**config.mk**
```make
export PLATFORM = sky130hd
export DESIGN_NAME = add_n_inputs
export DESIGN_NICKNAME = d
export VERILOG_FILES = /design/src/rtl/add_n_pkg.sv /design/src/rtl/add_n_inputs_sat_shift.sv /design/src/rtl/add_n_inputs.sv
export SDC_FILE = /design/constraint.sdc
export NUM_CORES = 1
export LEC_CHECK = 0
export BUFFER_PORTS_ARGS = -buffer_cell sky130_fd_sc_hd__buf_2
export CORE_UTILIZATION = 56
export DETAILED_ROUTE_END_ITERATION = 7
export PLACE_DENSITY = 0.87
export SLEW_MARGIN = 40
export SYNTH_ARGS = -nofsm -noshare
export SYNTH_HDL_FRONTEND = slang
export SYNTH_SLANG_ARGS = --single-unit
```
**constraint.sdc**
```tcl
create_clock -name clock -period 3.4 [get_ports clock]
set_clock_uncertainty 0.2 [all_clocks]
set_input_delay 1.02 -clock clock [delete_from_list [all_inputs] [get_ports clock]]
set_output_delay 1.02 -clock clock [all_outputs]
set_load 0.02 [all_outputs]
```
**src/rtl/add_n_pkg.sv**
```systemverilog
// Shared sizing helpers for the N-input FIFO adder: accumulator width and
// signed range limits used by the saturation stage.
package add_n_pkg;

    localparam int SAT_CNT_W = 16;

    function automatic int clog2(input int n);
        int r;
        r = 0;
        for (int i = 0; i < 31; i++) begin
            if ((1 << i) < n) begin
                r = i + 1;
            end
        end
        return r;
    endfunction

    // One extra bit beyond the growth bits so that negating -2^(w-1) is exact.
    function automatic int acc_width(input int num_in, input int data_width);
        return data_width + clog2(num_in) + 1;
    endfunction

    function automatic logic signed [63:0] max_pos(input int w);
        return (64'sd1 <<< (w - 1)) - 64'sd1;
    endfunction

    function automatic logic signed [63:0] min_neg(input int w);
        return -(64'sd1 <<< (w - 1));
    endfunction

endpackage

```
**src/rtl/add_n_inputs_sat_shift.sv**
```systemverilog
// Combinational formatter: arithmetic right shift (floor) of the wide sum,
// then clamp to or wrap into the DATA_WIDTH signed range.
module add_n_inputs_sat_shift
    import add_n_pkg::*;
#(
    parameter int ACC_W      = 35,
    parameter int DATA_WIDTH = 32,
    parameter int OUT_SHIFT  = 0,
    parameter bit SATURATE   = 1'b1
) (
    input  logic signed [ACC_W-1:0]      sum_in,
    output logic        [DATA_WIDTH-1:0] res_out,
    output logic                         clamped
);

    localparam logic signed [ACC_W-1:0] MAX_V = ACC_W'(max_pos(DATA_WIDTH));
    localparam logic signed [ACC_W-1:0] MIN_V = ACC_W'(min_neg(DATA_WIDTH));

    logic signed [ACC_W-1:0] shifted;

    always_comb begin
        shifted = sum_in >>> OUT_SHIFT;
        res_out = shifted[DATA_WIDTH-1:0];
        clamped = 1'b0;
        if (SATURATE) begin
            if (shifted > MAX_V) begin
                res_out = MAX_V[DATA_WIDTH-1:0];
                clamped = 1'b1;
            end else if (shifted < MIN_V) begin
                res_out = MIN_V[DATA_WIDTH-1:0];
                clamped = 1'b1;
            end
        end
    end

endmodule

```
**src/rtl/add_n_inputs.sv**
```systemverilog
// Pops NUM_IN FWFT FIFOs in lockstep, adds/subtracts per SUB_MASK, shifts and
// saturates/wraps into an output FIFO. Pop-to-write latency 2, full backpressure.
module add_n_inputs
    import add_n_pkg::*;
#(
    parameter int                NUM_IN     = 2,
    parameter int                DATA_WIDTH = 32,
    parameter logic [NUM_IN-1:0] SUB_MASK   = '0,
    parameter int                OUT_SHIFT  = 0,
    parameter bit                SATURATE   = 1'b1
) (
    input  logic                         clock,
    input  logic                         reset,
    output logic [NUM_IN-1:0]            in_rd_en,
    input  logic [NUM_IN-1:0]            in_empty,
    input  logic [NUM_IN*DATA_WIDTH-1:0] in_dout,
    output logic                         out_wr_en,
    input  logic                         out_full,
    output logic [DATA_WIDTH-1:0]        out_din,
    output logic [SAT_CNT_W-1:0]         sat_count
);

    localparam int ACC_W = acc_width(NUM_IN, DATA_WIDTH);

    logic                          s0_valid_q, s0_valid_d;
    logic [NUM_IN-1:0][ACC_W-1:0]  s0_ops_q, s0_ops_d;
    logic                          s1_valid_q, s1_valid_d;
    logic [DATA_WIDTH-1:0]         s1_res_q, s1_res_d;
    logic [SAT_CNT_W-1:0]          sat_count_q, sat_count_d;

    logic                          pop;
    logic                          s0_advance;
    logic                          wr;
    logic signed [ACC_W-1:0]       op_ext;
    logic signed [ACC_W-1:0]       sum;
    logic [DATA_WIDTH-1:0]         fmt_res;
    logic                          fmt_clamped;

    // Handshake terms are gated by reset so the FIFO strobes drop immediately.
    always_comb begin
        wr         = reset && s1_valid_q && !out_full;
        s0_advance = s0_valid_q && (!s1_valid_q || wr);
        pop        = reset && (in_empty == '0) && (!s0_valid_q || s0_advance);
    end

    always_comb begin
        s0_ops_d = s0_ops_q;
        op_ext   = '0;
        if (pop) begin
            for (int i = 0; i < NUM_IN; i++) begin
                op_ext      = ACC_W'($signed(in_dout[i*DATA_WIDTH +: DATA_WIDTH]));
                s0_ops_d[i] = SUB_MASK[i] ? -op_ext : op_ext;
            end
        end
    end

    always_comb begin
        sum = '0;
        for (int i = 0; i < NUM_IN; i++) begin
            sum = sum + $signed(s0_ops_q[i]);
        end
    end

    add_n_inputs_sat_shift #(
        .ACC_W      (ACC_W),
        .DATA_WIDTH (DATA_WIDTH),
        .OUT_SHIFT  (OUT_SHIFT),
        .SATURATE   (SATURATE)
    ) u_sat_shift (
        .sum_in  (sum),
        .res_out (fmt_res),
        .clamped (fmt_clamped)
    );

    always_comb begin
        s0_valid_d  = s0_valid_q;
        s1_valid_d  = s1_valid_q;
        s1_res_d    = s1_res_q;
        sat_count_d = sat_count_q;

        if (pop) begin
            s0_valid_d = 1'b1;
        end else if (s0_advance) begin
            s0_valid_d = 1'b0;
        end

        if (s0_advance) begin
            s1_valid_d = 1'b1;
            s1_res_d   = fmt_res;
            if (fmt_clamped && (sat_count_q != '1)) begin
                sat_count_d = sat_count_q + 1'b1;
            end
        end else if (wr) begin
            s1_valid_d = 1'b0;
        end
    end

    always_ff @(posedge clock or negedge reset) begin
        if (!reset) begin
            s0_valid_q  <= 1'b0;
            s0_ops_q    <= '0;
            s1_valid_q  <= 1'b0;
            s1_res_q    <= '0;
            sat_count_q <= '0;
        end else begin
            s0_valid_q  <= s0_valid_d;
            s0_ops_q    <= s0_ops_d;
            s1_valid_q  <= s1_valid_d;
            s1_res_q    <= s1_res_d;
            sat_count_q <= sat_count_d;
        end
    end

    assign in_rd_en  = {NUM_IN{pop}};
    assign out_wr_en = wr;
    assign out_din   = s1_res_q;
    assign sat_count = sat_count_q;

endmodule

```
==> results.md, run 1 <==
* Total grt overflow at 0
* Die Height at 109 um
* Hold_buf cts at 0
* Switching power as a share of total power at 0.386
* Initial Util at 0.583
* First-pass detailed-route iteration total at 5
* Root buffer cell: sky130_fd_sc_hd__clkbuf_16
* Core footprint at 11000 sq um
* Crit Path Category: flop to flop
* Total power divided by cell area at between 700 and 800 nW/um^2
* Overall fraction of global-route tracks in use at 0.270
* Antenna cell count at 0
* Max-Cap Viols at 0
* Number of placement rows at 38
* Part of the power in the clock network at 0.283
* R2r worst-path depth at 11
* Combinational share of power at 0.396
* Final net count at 966
* Gate count of the mapped netlist at 752
* Cts bufs inserted at 17
* Mean number of vias per cell at 5.54
* Final HPWL DP at 10.5 mm
* Via count at 5623
* Detailed Route WL at 15.0 mm
* Max-slew violation total from the final report at 0
* Sequential power share at 0.321
* Library cells used by synthesis at 56
* Leading post-synthesis cells by cell area: sky130_fd_sc_hd__dfrtp_1, sky130_fd_sc_hd__nand2_1, sky130_fd_sc_hd__ha_1
* Largest stage delay, worst path at 0.42 ns
* GR Layer Usage met3 at 0.0610
* Synth Flop Type: sky130_fd_sc_hd__dfrtp_1
* Ranking of synthesized cells by instance count: sky130_fd_sc_hd__nand2_1, sky130_fd_sc_hd__dfrtp_1, sky130_fd_sc_hd__o21ai_0
* Sequential cell area fraction in the yosys report at 0.446
* H-tree level count at 4
* # fillers at 849
* Total stage count of the critical path at 11
* Element type at the critical path start: flop
* Insertion delay to the later sink of the worst-skew pair at 0.42 ns
* Clock tree from TritonCTS: done
* Mean post-synth cell area at 8.51 sq um
* Endpoint kind of the worst setup timing path: flop
* Ports at between 100 and 150
* Most frequent cell after synthesis: sky130_fd_sc_hd__nand2_1
* Internal Pwr Total at 3.70 mW
* Asr flop ratio synth at 1.00
* Count of buffers from port buffering at 119
* Max frequency at 309 MHz
* Number of flops mapped to enable cells by yosys at 0
* Netlist area before placement at 6400 sq um
* Number of global-route vias before repair at approximately 5300
* Antenna-violating nets left at 0
* Final Hold Violating Endpoints at 0
* DRC Markers at 0
* Total number of yosys warnings at 0
* Chip width at between 100 and 150 um
* Overall die area at around 12000 sq um
* Largest vdd supply drop at 0.589 mV
* GR Util met2 at 0.423
* Maximum clock path buffer count at 2
* GR peak layer: met2
* Area added between synthesis and finish at 20.9%
* Reported net switching power at 2.33 mW
* Slew headroom at 0.475
* Period minus WS final at around 3.2 ns
* Number of register bits inferred by synthesis at 114
* Share of layout cells above drive strength 1 at 0.214
* Power consumption at a little over 6 mW
* Global Route met1 Usage at 0.368
* Area share of the leading cell type in the synthesized netlist at 0.446
* Leak at between 4 and 5 nW
* Final Setup Violations at 0
* Critical path buffers and inverters at 1
* First-pass GRT wire length at 24.7 mm
* List of cells traversed by the critical path: ha_1 -> a211oi_2 -> o211ai_1 -> a41oi_1 -> o211ai_2 -> a311oi_2 -> mux2i_2 -> xor2_2 -> buf_4 -> nor4_2 -> xor2_1
* Master of the slowest instance on the critical path: sky130_fd_sc_hd__ha_1
* Routed wire length per instance at 14.8 um
* Fin Setup TNS at 0 ns
* Result of the run: complete, no violations
* Initial antenna violation count at 0
* Data arrival at the endpoint of the critical path at 3.37 ns
* Violation count after the first detailed-routing iteration at 563
* CTS clk-pin slew, worst paths at 0.06 ns
* Class of the tightest hold or removal check: input port to async pin
* Pin count of the biggest net entering global routing at between 60 and 70
* Syn_nets at approximately 860
* Largest fanout on the critical path at 8
* Number of sinks on the clock net at 114
* Period utilization at 0.953
* Worst Tran Pin Value at 0.782 ns
* CP Data Required Time at around 3.5 ns
* Cell taking the most area after synthesis: sky130_fd_sc_hd__dfrtp_1
* Kind of cell with the highest combined delay on the critical path: compound AO/OA/AOI/OAI gates
* Routability-driven placement congestion ratio at 0.897
state kept, by name (all words and copies together) (netlist names):
signal / count
out_din: 32
s0_ops_q: 64
s0_valid_q: 1
s1_valid_q: 1
sat_count: 16
power groups by stage:
stage / clock [mW] / combinational (mW) / sequential (mW)
after floorplan: 0 / 1.42 / 2.14
after global routing: 1.79 / 2.66 / 1.97
after CTS: 1.73 / 2.33 / 1.93
after detailed placement: 0 / 2.30 / 1.95
final: 1.71 / 2.39 / 1.94
after global placement: 0 / 2.25 / 1.94
per-stage QoR:
| step | worst slack, ns | instances | util | hold WS, ns | cell area (sq um) |
|---|---|---|---|---|---|
| 5_1_grt | -0.0641 | 1015 | 0.704 | 0.216 | 7740 |
| 2_1_floorplan | 0.0690 | 752 | - | 0.250 | 6400 |
| 3_3_place_gp | 0.223 | 983 | 0.647 | 0.264 | 7100 |
| 3_5_place_dp | 0.138 | 983 | 0.647 | 0.270 | 7100 |
| 4_1_cts | 0.00940 | 1014 | 0.699 | 0.208 | 7670 |
| 6_report | 0.159 | 1015 | 0.704 | 0.223 | 7740 |
layout by cell type (no fill, tap or decap), types with 3 or more instances in the layout:
master,n
sky130_fd_sc_hd__nand2b_1,5
sky130_fd_sc_hd__o21ai_0,47
sky130_fd_sc_hd__xnor2_1,16
sky130_fd_sc_hd__nor2_1,28
sky130_fd_sc_hd__nand3_1,10
sky130_fd_sc_hd__o21a_1,5
sky130_fd_sc_hd__buf_4,11
sky130_fd_sc_hd__a21oi_1,27
sky130_fd_sc_hd__nand4_1,10
sky130_fd_sc_hd__xor2_1,27
sky130_fd_sc_hd__o21ai_1,27
sky130_fd_sc_hd__clkinvlp_4,4
sky130_fd_sc_hd__nor4_2,4
sky130_fd_sc_hd__a21o_1,16
sky130_fd_sc_hd__a41oi_1,3
sky130_fd_sc_hd__a211oi_1,7
sky130_fd_sc_hd__a31oi_1,3
sky130_fd_sc_hd__and3_1,6
sky130_fd_sc_hd__nor3_1,12
sky130_fd_sc_hd__o211ai_1,4
sky130_fd_sc_hd__dfrtp_1,114
sky130_fd_sc_hd__clkinv_2,4
sky130_fd_sc_hd__ha_1,32
sky130_fd_sc_hd__nor2b_1,6
sky130_fd_sc_hd__clkbuf_16,17
sky130_fd_sc_hd__inv_1,8
sky130_fd_sc_hd__nor3_2,4
sky130_fd_sc_hd__nand2_1,251
sky130_fd_sc_hd__buf_2,118
worst reg2reg max path: stages (launching register included):
cell and delay (ns):
sky130_fd_sc_hd__dfrtp_1 0.38, sky130_fd_sc_hd__ha_1 0.42, sky130_fd_sc_hd__a211oi_2 0.27, sky130_fd_sc_hd__o211ai_1 0.13, sky130_fd_sc_hd__a41oi_1 0.32, sky130_fd_sc_hd__o211ai_2 0.16
sky130_fd_sc_hd__a311oi_2 0.28, sky130_fd_sc_hd__mux2i_2 0.15, sky130_fd_sc_hd__xor2_2 0.19, sky130_fd_sc_hd__buf_4 0.21, sky130_fd_sc_hd__nor4_2 0.27, sky130_fd_sc_hd__xor2_1 0.19
final timing paths:
check	slack, ns	start	to
setup / recovery	0.16	s0_ops_q[27]$_DFFE_PN0P_	sat_count[10]$_DFFE_PN0P_
hold / removal	0.22	reset	out_din[24]$_DFFE_PN0P_
setup reg to reg	0.16	s0_ops_q[27]$_DFFE_PN0P_	sat_count[10]$_DFFE_PN0P_
hold reg to reg	0.28	s0_ops_q[16]$_DFFE_PN0P_	s0_ops_q[16]$_DFFE_PN0P_
max in group asynchronous	2.02	reset	s0_ops_q[23]$_DFFE_PN0P_
min in group clock	0.28	s0_ops_q[16]$_DFFE_PN0P_	s0_ops_q[16]$_DFFE_PN0P_
cells by family after synthesis:
family                   Yosys count  share of synthesized area
buffers and inverters             49                     0.0326
adder cells (fa/ha/maj)           34                     0.0676
XOR/XNOR                          44                     0.0614
flip-flops                       114                      0.446
AO/OA/AOI/OAI                    157                      0.150
AND/OR/NAND/NOR                  352                      0.239
multiplexers                       2                    0.00391
layout make-up:
| cell class | count | area [sq um] | share of cell area |
|---|---|---|---|
| well taps | 140 | 175 | 0.0226 |
| repair buffers | 132 | 716 | 0.0925 |
| flip-flops and latches | 114 | 2850 | 0.369 |
| multi-input cells | 589 | 3390 | 0.438 |
| inverters | 9 | 33.8 | 0.00437 |
| clock inverters | 10 | 110 | 0.0142 |
| clock buffers | 21 | 460 | 0.0595 |
what timing repair did:
| action | in CTS | in global routing |
|---|---|---|
| buffers inserted | 0 | 1 |
| setup endpoints to repair | 0 | 40 |
| resized for setup | 0 | 10 |
routing by layer:
layer	wire, um	share of wire
met1	6830	0.46
met4	227	0.015
met5	0	0
met2	7010	0.47
met3	920	0.061
Power figures use the tool's default switching activity.
==> run 2: changes to the inputs <==
Settings changed: PLACE_DENSITY 0.87 to 0.8.
==> run 2 against run 1 <==
Against the previous run:
- combinational power about the same
- largest cell class unchanged
- final cell count grew 0.20%
- critical endpoint unchanged
- sequential cell count stayed put
- routed wire length up 4.9%
- critical path type unchanged
- worst hold slack got worse by 0.015 ns
- first-iteration DRC count decreased by 23%
- utilization up 0.52 points
- cell area increased by 0.74%
- sequential power is essentially flat
- worst setup slack improved by 0.0036 ns
- register-to-register slack barely moved
==> results.md, run 2 (synthesized netlist as in run 1, its figures left out) <==
* Result of the run: complete, no violations
* Largest fanout on the critical path at 14 (+6)
* List of cells traversed by the critical path: ha_1 -> a211oi_2 -> o211ai_1 -> a41oi_1 -> o211ai_2 -> a311oi_2 -> mux2i_2 -> xor2_2 -> buf_12 -> nor4_1 -> xor2_1
* Endpoint kind of the worst setup timing path: flop
* Share of layout cells above drive strength 1 at 0.212 (-0.00163)
* H-tree level count at 4 (unchanged)
* First-pass GRT wire length at 25.4 mm (+2.9%)
* Max frequency at 309 MHz (+0.11%)
* Total grt overflow at 0 (unchanged)
* Pin count of the biggest net entering global routing at 63 (-6.0%)
* Overall fraction of global-route tracks in use at 0.279 (+0.00882)
* Via count at 5669 (+0.82%)
* Data arrival at the endpoint of the critical path at 3.37 ns (about the same)
* Worst Tran Pin Value at 0.741 ns (-0.0415 ns)
* GR Util met2 at 0.452 (+0.0292)
* Worst-case setup slack after placement at 0.0790 ns (-0.0589 ns)
* Final HPWL DP at 11.2 mm (+7.3%)
* Violation count after the first detailed-routing iteration at 431 (-23%)
* Die Height at 109 um (unchanged)
* Final Hold Violating Endpoints at 0 (unchanged)
* Master of the slowest instance on the critical path: sky130_fd_sc_hd__ha_1
* Number of placement rows at 38 (unchanged)
* Final Setup Violations at 0 (unchanged)
* Core footprint at 11000 sq um (unchanged)
* RSZ-0062 raised after global routing: no
* Root buffer cell: sky130_fd_sc_hd__clkbuf_16
* Initial antenna violation count at 0 (unchanged)
* Max-Cap Viols at 0 (unchanged)
* Number of sinks on the clock net at 114 (unchanged)
* Total power divided by cell area at 807 nW/um^2 (+3.4%)
* Insertion delay to the later sink of the worst-skew pair at 0.41 ns (about the same)
* Period utilization at 0.952 (-0.00105)
* Maximum clock path buffer count at 2 (unchanged)
* Initial Util at 0.583 (unchanged)
* Highest-count cells in the layout ignoring fill and taps: sky130_fd_sc_hd__nand2_1, sky130_fd_sc_hd__buf_2, sky130_fd_sc_hd__dfrtp_1, sky130_fd_sc_hd__o21ai_0, sky130_fd_sc_hd__ha_1
* DRC Markers at 0 (unchanged)
* Element type at the critical path start: flop
* Crit Path Category: flop to flop
* First-pass detailed-route iteration total at 5 (unchanged)
* Flop2flop setup slack at 0.16 ns (about the same)
* R2r worst-path depth at 11 (unchanged)
* CP Data Required Time at 3.53 ns (about the same)
* Count of buffers from port buffering at 119 (unchanged)
* Largest stage delay, worst path at 0.42 ns (about the same)
* Combinational share of power at 0.385 (-0.011)
* Detailed Route WL at 15.7 mm (+4.9%)
* Sequential power share at 0.307 (-0.014)
* Critical register-to-register path startpoint: s0_ops_q[27]$_DFFE_PN0P_
* RR Endpoint: sat_count[10]$_DFFE_PN0P_
* Slew headroom at 0.503 (+0.0278)
* Number of global-route vias before repair at 5423 (+2.9%)
* Fin Setup TNS at 0 ns (unchanged)
* Antenna cell count at 0 (unchanged)
* Period minus WS final at 3.24 ns (-0.00356 ns)
* Cts bufs inserted at 17 (unchanged)
* Reported net switching power at 2.34 mW (+0.24%)
* Class of the tightest hold or removal check: input port to async pin
* Register bank with the most flops: s0_ops_q
* Overall die area at 11900 sq um (unchanged)
* Least setup slack across all paths after layout at 0.163 ns (+0.00356 ns)
* Clock tree from TritonCTS: done
* Ports at 120 (unchanged)
* Part of the power in the clock network at 0.308 (+0.025)
* Largest vdd supply drop at 0.635 mV (+7.9%)
* Chip width at 109 um (unchanged)
* Most frequent standard cell in the layout excluding fill and tap cells: sky130_fd_sc_hd__nand2_1
* Routability-driven placement congestion ratio at 0.945 (+5.4%)
* Internal Pwr Total at 3.95 mW (+6.6%)
* GR Layer Usage met3 at 0.0586 (-0.00239)
* GR peak layer: met2
* Final net count at 967 (+0.10%)
* Area added between synthesis and finish at 21.8%
* Max-slew violation total from the final report at 0 (unchanged)
* Switching power as a share of total power at 0.372 (-0.0145)
* Flip-flop count of the largest register, all copies and words added at 64 (unchanged)
* Leak at 4.10 nW (+0.92%)
* Antenna-violating nets left at 0 (unchanged)
* CTS clk-pin slew, worst paths at 0.05 ns (about the same)
* Mean number of vias per cell at 5.57 (+0.62%)
* Global Route met1 Usage at 0.363 (-0.00471)
* Routed wire length per instance at 15.5 um (+4.7%)
-- run 2: cell count changes in the layout (fill, tap and decap cells not counted), moves of 2 or more --
cell,previous run,this run
sky130_fd_sc_hd__buf_4,11,13
sky130_fd_sc_hd__bufinv_16,2,5
sky130_fd_sc_hd__nor4_1,1,3
sky130_fd_sc_hd__clkinvlp_4,4,1
sky130_fd_sc_hd__buf_6,2,0
-- run 2: through the flow --
step | power, mW | cell area [sq um] | hold WS, ns | utilization | instances
finish | 6.29 | 7790 | 0.208 | 0.710 | 1017
floorplan | 3.56 | 6400 | 0.250 | - | 752
global route | 6.65 | 7790 | 0.193 | 0.710 | 1017
detailed placement | 4.32 | 7120 | 0.267 | 0.648 | 984
global placement | 4.25 | 7120 | 0.264 | 0.648 | 984
CTS | 6.28 | 7760 | 0.200 | 0.707 | 1016
-- run 2: final cells by class --
class	count	area, sq um
clock inverter	11	183
timing repair buffer	133	728
clock buffer	21	460
fill	879	3190
multi-input combinational	589	3360
tap	140	175
sequential	114	2850
inverter	9	33.8
-- run 2: worst max path at each step --
stage,start,endpoint,slack [ns],cells past startpoint
6_report,s0_ops_q[27]$_DFFE_PN0P_,sat_count[10]$_DFFE_PN0P_,0.16,11
5_1_grt,s0_ops_q[34]$_DFFE_PN0P_,sat_count[10]$_DFFE_PN0P_,0.01,13
4_1_cts,s0_ops_q[34]$_DFFE_PN0P_,out_din[22]$_DFFE_PN0P_,0.03,12
3_5_place_dp,s0_ops_q[34]$_DFFE_PN0P_,out_din[22]$_DFFE_PN0P_,0.08,12
3_3_place_gp,s0_ops_q[0]$_DFFE_PN0P_,sat_count[7]$_DFFE_PN0P_,0.20,13
2_1_floorplan,in_empty[1],in_rd_en[0],0.07,7
-- run 2: metal layers --
metal / wire length (um) / vias to the layer above / part of all wire
li1: - / 2773 / -
met1: 7150 / 2686 / 0.45
met2: 7600 / 181 / 0.48
met3: 701 / 29 / 0.045
met4: 276 / 0 / 0.018
met5: 0 / - / 0
-- run 2: worst max-delay path: cells and delay by family, from the launching register on --
| kind | cells | cell delay, ns |
|---|---|---|
| flip-flops | 1 | 0.38 |
| AND/OR/NAND/NOR | 1 | 0.28 |
| adder cells (fa/ha/maj) | 1 | 0.42 |
| multiplexers | 1 | 0.15 |
| AO/OA/AOI/OAI | 5 | 1.14 |
| buffers and inverters | 1 | 0.18 |
| XOR/XNOR | 2 | 0.41 |
-- run 2: what timing repair did --
action / 4_1_cts / 5_1_grt
endpoints found under the setup margin: 0 / 32
buffers inserted: 0 / 1
gates resized for setup: 0 / 5
hold buffers: 0 / 0
hold endpoints to repair: 0 / 0
-- run 2: power groups by stage --
stage          sequential (mW)  combinational [mW]  clock, mW
2_1_floorplan             2.14                1.42          0
3_3_place_gp              1.93                2.32          0
3_5_place_dp              1.95                2.37          0
4_1_cts                   1.93                2.40       1.95
5_1_grt                   1.96                2.67       2.01
6_report                  1.93                2.42       1.94
==> run 3: changes to the inputs <==
Settings changed: ABC_AREA set to 1, CORE_ASPECT_RATIO set to 1.75, CORE_MARGIN set to 1, CORE_UTILIZATION 56 to 57, PLACE_DENSITY 0.8 to 0.81.
==> run 3 against run 2 <==
Against the previous run:
- register-to-register slack better by 0.38 ns
- sequential power is 7% higher
- die area is 8.1% higher
- clock power is 14% lower
- sequential share of layout area is 2.5 points lower
- count of clock-buffer cells in the layout is 1 lower
- critical endpoint is now in_rd_en[0]
- largest cell class unchanged
==> results.md, run 3 <==
* Result of the run: complete, no violations
* Overall die area at 12800 sq um (+8.1%)
* Data arrival at the endpoint of the critical path at 1.96 ns (-1.41 ns)
* Element type at the critical path start: input port
* Initial antenna violation count at 0 (unchanged)
* Part of the power in the clock network at 0.229 (-0.079)
* Area share of the leading cell type in the synthesized netlist at 0.405 (-0.0407)
* Maximum clock path buffer count at 2 (unchanged)
* Worst hold stages at 2
* Pin count of the biggest net entering global routing at 64 (+1.6%)
* Routed wire length per instance at 13.3 um (-14%)
* List of cells traversed by the critical path: buf_4 -> inv_1 -> nor3_4 -> nor2_1 -> nand2_1 -> nand2_2 -> inv_2 -> buf_2
* Area of combinational cells with multiple inputs at 3710 sq um (+10%)
* R2r worst-path depth at 16 (+5)
* Largest vdd supply drop at 0.450 mV (-29%)
* Most frequent cell after synthesis: sky130_fd_sc_hd__nand2_1
* Sequential power share at 0.284 (-0.023)
* Via count at 6535 (+15%)
* Crit Path Category: input port to primary output
* Count of buffers from port buffering at 119 (unchanged)
* Netlist area before placement at 7040 sq um (+10%)
* Period minus WS final at 3.18 ns (-0.0545 ns)
* Max-Cap Viols at 0 (unchanged)
* Class of the tightest hold or removal check: flop to flop
* Endpoint kind of the worst setup timing path: primary output
* Total power divided by cell area at 870 nW/um^2 (+7.8%)
* Total stage count of the critical path at 8 (-3)
* Antenna cell count at 0 (unchanged)
* Max frequency at 314 MHz (+1.7%)
* Leading post-synthesis cells by cell area: sky130_fd_sc_hd__dfrtp_1, sky130_fd_sc_hd__nand2_1, sky130_fd_sc_hd__ha_1
* CP Data Required Time at 2.18 ns (-1.35 ns)
* Cts bufs inserted at 17 (unchanged)
* Die Height at 149 um (+37%)
* Flip-flop count of the largest register, all copies and words added at 64 (unchanged)
* Worst Tran Pin Value at 0.689 ns (-0.0518 ns)
* Core footprint at 12000 sq um (+9.3%)
* Slew headroom at 0.541 (+0.0375)
* Fin Setup TNS at 0 ns (unchanged)
* Synth Flop Type: sky130_fd_sc_hd__dfrtp_1
* Number of placement rows at 53 (+39%)
* Clock tree from TritonCTS: done
* Ports at 120 (unchanged)
* Final HPWL DP at 12.9 mm (+15%)
* Combinational share of power at 0.487 (+0.102)
* Master of the slowest instance on the critical path: sky130_fd_sc_hd__nor2_1
* Number of global-route vias before repair at 6141 (+13%)
* Max-slew violation total from the final report at 0 (unchanged)
* Sequential cell area fraction in the yosys report at 0.405 (-0.0407)
* Total placed cells including tap cells at 1266 (+29%)
* Hold_buf cts at 0 (unchanged)
* Mean post-synth cell area at 7.04 sq um (-17%)
* Gate count of the mapped netlist at 1000 (+33%)
* Switching power as a share of total power at 0.449 (+0.0767)
* Initial Util at 0.587 (+0.00407)
* Internal Pwr Total at 4.01 mW (+1.5%)
* Largest fanout on the critical path at 4 (-10)
* Largest stage delay, worst path at 0.22 ns (-0.20 ns)
* Number of buffers added for setup after CTS at 0 (unchanged)
* H-tree level count at 4 (unchanged)
* # fillers at 1040 (+18%)
* Power consumption at 7.27 mW (+16%)
* Ranking of synthesized cells by instance count: sky130_fd_sc_hd__nand2_1, sky130_fd_sc_hd__dfrtp_1, sky130_fd_sc_hd__inv_1
* Critical path buffers and inverters at 4 (+3)
* Mean number of vias per cell at 5.03 (-9.7%)
* Root buffer cell: sky130_fd_sc_hd__clkbuf_16
* Reported net switching power at 3.26 mW (+39%)
* Most frequent standard cell in the layout excluding fill and tap cells: sky130_fd_sc_hd__nand2_1
* Detailed Route WL at 17.2 mm (+9.6%)
* Register bank with the most flops: s0_ops_q
* Area added between synthesis and finish at 18.7%
* First-pass GRT wire length at 28.0 mm (+10%)
* Number of register bits inferred by synthesis at 114 (unchanged)
* Kind of cell with the highest combined delay on the critical path: simple AND/OR/NAND/NOR gates
* Final Setup Violations at 0 (unchanged)
* RSZ-0062 raised after global routing: no
* Share of layout cells above drive strength 1 at 0.172 (-0.0400)
* Asr flop ratio synth at 1.00 (unchanged)
* Cell taking the most area after synthesis: sky130_fd_sc_hd__dfrtp_1
* Total number of yosys warnings at 0 (unchanged)
* Worst Hold Launch: s0_ops_q[39]$_DFFE_PN0P_
* Final net count at 1223 (+26%)
* Antenna-violating nets left at 0 (unchanged)
* Total grt overflow at 0 (unchanged)
* Violation count after the first detailed-routing iteration at 277 (-36%)
* Crit. Startpoint: reset
* Syn_nets at 1103 (+29%)
* Library cells used by synthesis at 32 (-43%)
* Leak at 4.74 nW (+16%)
* Insertion delay to the later sink of the worst-skew pair at 0.41 ns (about the same)
* Final Hold Violating Endpoints at 0 (unchanged)
* Overall fraction of global-route tracks in use at 0.282 (+0.00282)
* Period utilization at 0.936 (-0.0160)
* Final standard cell count with taps included and fillers excluded at 1298 (+28%)
* Routability-driven placement congestion ratio at 0.896 (-5.2%)
* Area taken by flip-flops and latches at 2850 sq um (unchanged)
* Critical register-to-register path startpoint: s0_ops_q[0]$_DFFE_PN0P_
* Highest-count cells in the layout ignoring fill and taps: sky130_fd_sc_hd__nand2_1, sky130_fd_sc_hd__buf_2, sky130_fd_sc_hd__dfrtp_1, sky130_fd_sc_hd__inv_1, sky130_fd_sc_hd__nor2_1
* Number of flops mapped to enable cells by yosys at 0 (unchanged)
* Post-CTS resize count at 0 (unchanged)
* DRC Markers at 0 (unchanged)
* First-pass detailed-route iteration total at 5 (unchanged)
* Number of sinks on the clock net at 114 (unchanged)
* CTS clk-pin slew, worst paths at 0.06 ns (about the same)
* Chip width at 86.0 um (-21%)
## run 3: stage by stage
step	utilization	hold WS, ns	setup slack (ns)	cell area [sq um]
2_1_floorplan	-	0.253	0.0390	7060
5_1_grt	0.696	0.304	0.145	8360
4_1_cts	0.696	0.287	0.213	8360
3_3_place_gp	0.650	0.268	0.268	7800
3_5_place_dp	0.650	0.272	0.216	7800
6_report	0.696	0.282	0.217	8360
## run 3: path summary, 6_finish.rpt
check / end / slack (ns)
setup / recovery: in_rd_en[0] / 0.22
hold / removal: s0_ops_q[39]$_DFFE_PN0P_ / 0.28
setup reg to reg: out_din[2]$_DFFE_PN0P_ / 0.54
hold reg to reg: s0_ops_q[39]$_DFFE_PN0P_ / 0.28
max in group asynchronous: s0_ops_q[48]$_DFFE_PN0P_ / 1.47
min in group asynchronous: sat_count[9]$_DFFE_PN0P_ / 0.56
## run 3: kinds of logic (layout without fill, tap and decap cells)
| group | after synthesis | count (layout) | share of synthesized area |
|---|---|---|---|
| xor gates and xnor gates | 31 | 31 | 0.0385 |
| AOI/OAI and AO/OA | 80 | 80 | 0.0663 |
| and+or+nand+nor | 621 | 621 | 0.360 |
| DFF | 114 | 114 | 0.405 |
| buffers and inverters | 120 | 253 | 0.0693 |
| adders and majority gates | 34 | 34 | 0.0615 |
## run 3: power groups by stage
stage	sequential [mW]	combinational, mW	clock [mW]
4_1_cts	2.06	3.55	1.69
3_5_place_dp	2.08	3.52	0
2_1_floorplan	2.26	2.37	0
5_1_grt	2.11	3.95	1.74
3_3_place_gp	2.07	3.46	0
6_report	2.07	3.54	1.66
## run 3: layout make-up
cell class	count	share of cell area
Multi-Input combinational cell	766	0.444
Sequential cell	114	0.341
Timing Repair Buffer	128	0.0816
Clock buffer	20	0.0534
Inverter	93	0.0418
Tap cell	165	0.0247
Clock inverter	12	0.0132
## run 3: routing by layer
layer  track usage  part of all wire
met4         0.154             0.043
met5             0                 0
met3        0.0509             0.032
met2         0.502              0.52
met1         0.311              0.40
## run 3: worst reg2reg max path: stages (launching register included)
cell                      delay, ns
sky130_fd_sc_hd__dfrtp_1       0.35
sky130_fd_sc_hd__ha_1          0.18
sky130_fd_sc_hd__inv_1         0.06
sky130_fd_sc_hd__fa_1          0.39
sky130_fd_sc_hd__inv_1         0.07
sky130_fd_sc_hd__nand2_1       0.04
sky130_fd_sc_hd__nand2_1       0.08
sky130_fd_sc_hd__nand3_1       0.11
sky130_fd_sc_hd__nand2_2       0.13
sky130_fd_sc_hd__nand2_2       0.08
sky130_fd_sc_hd__nand2_4       0.09
sky130_fd_sc_hd__nand2_2       0.07
sky130_fd_sc_hd__nand3_1       0.08
sky130_fd_sc_hd__nand2_2       0.10
sky130_fd_sc_hd__a21oi_2       0.38
sky130_fd_sc_hd__buf_12        0.22
sky130_fd_sc_hd__a21oi_1       0.10
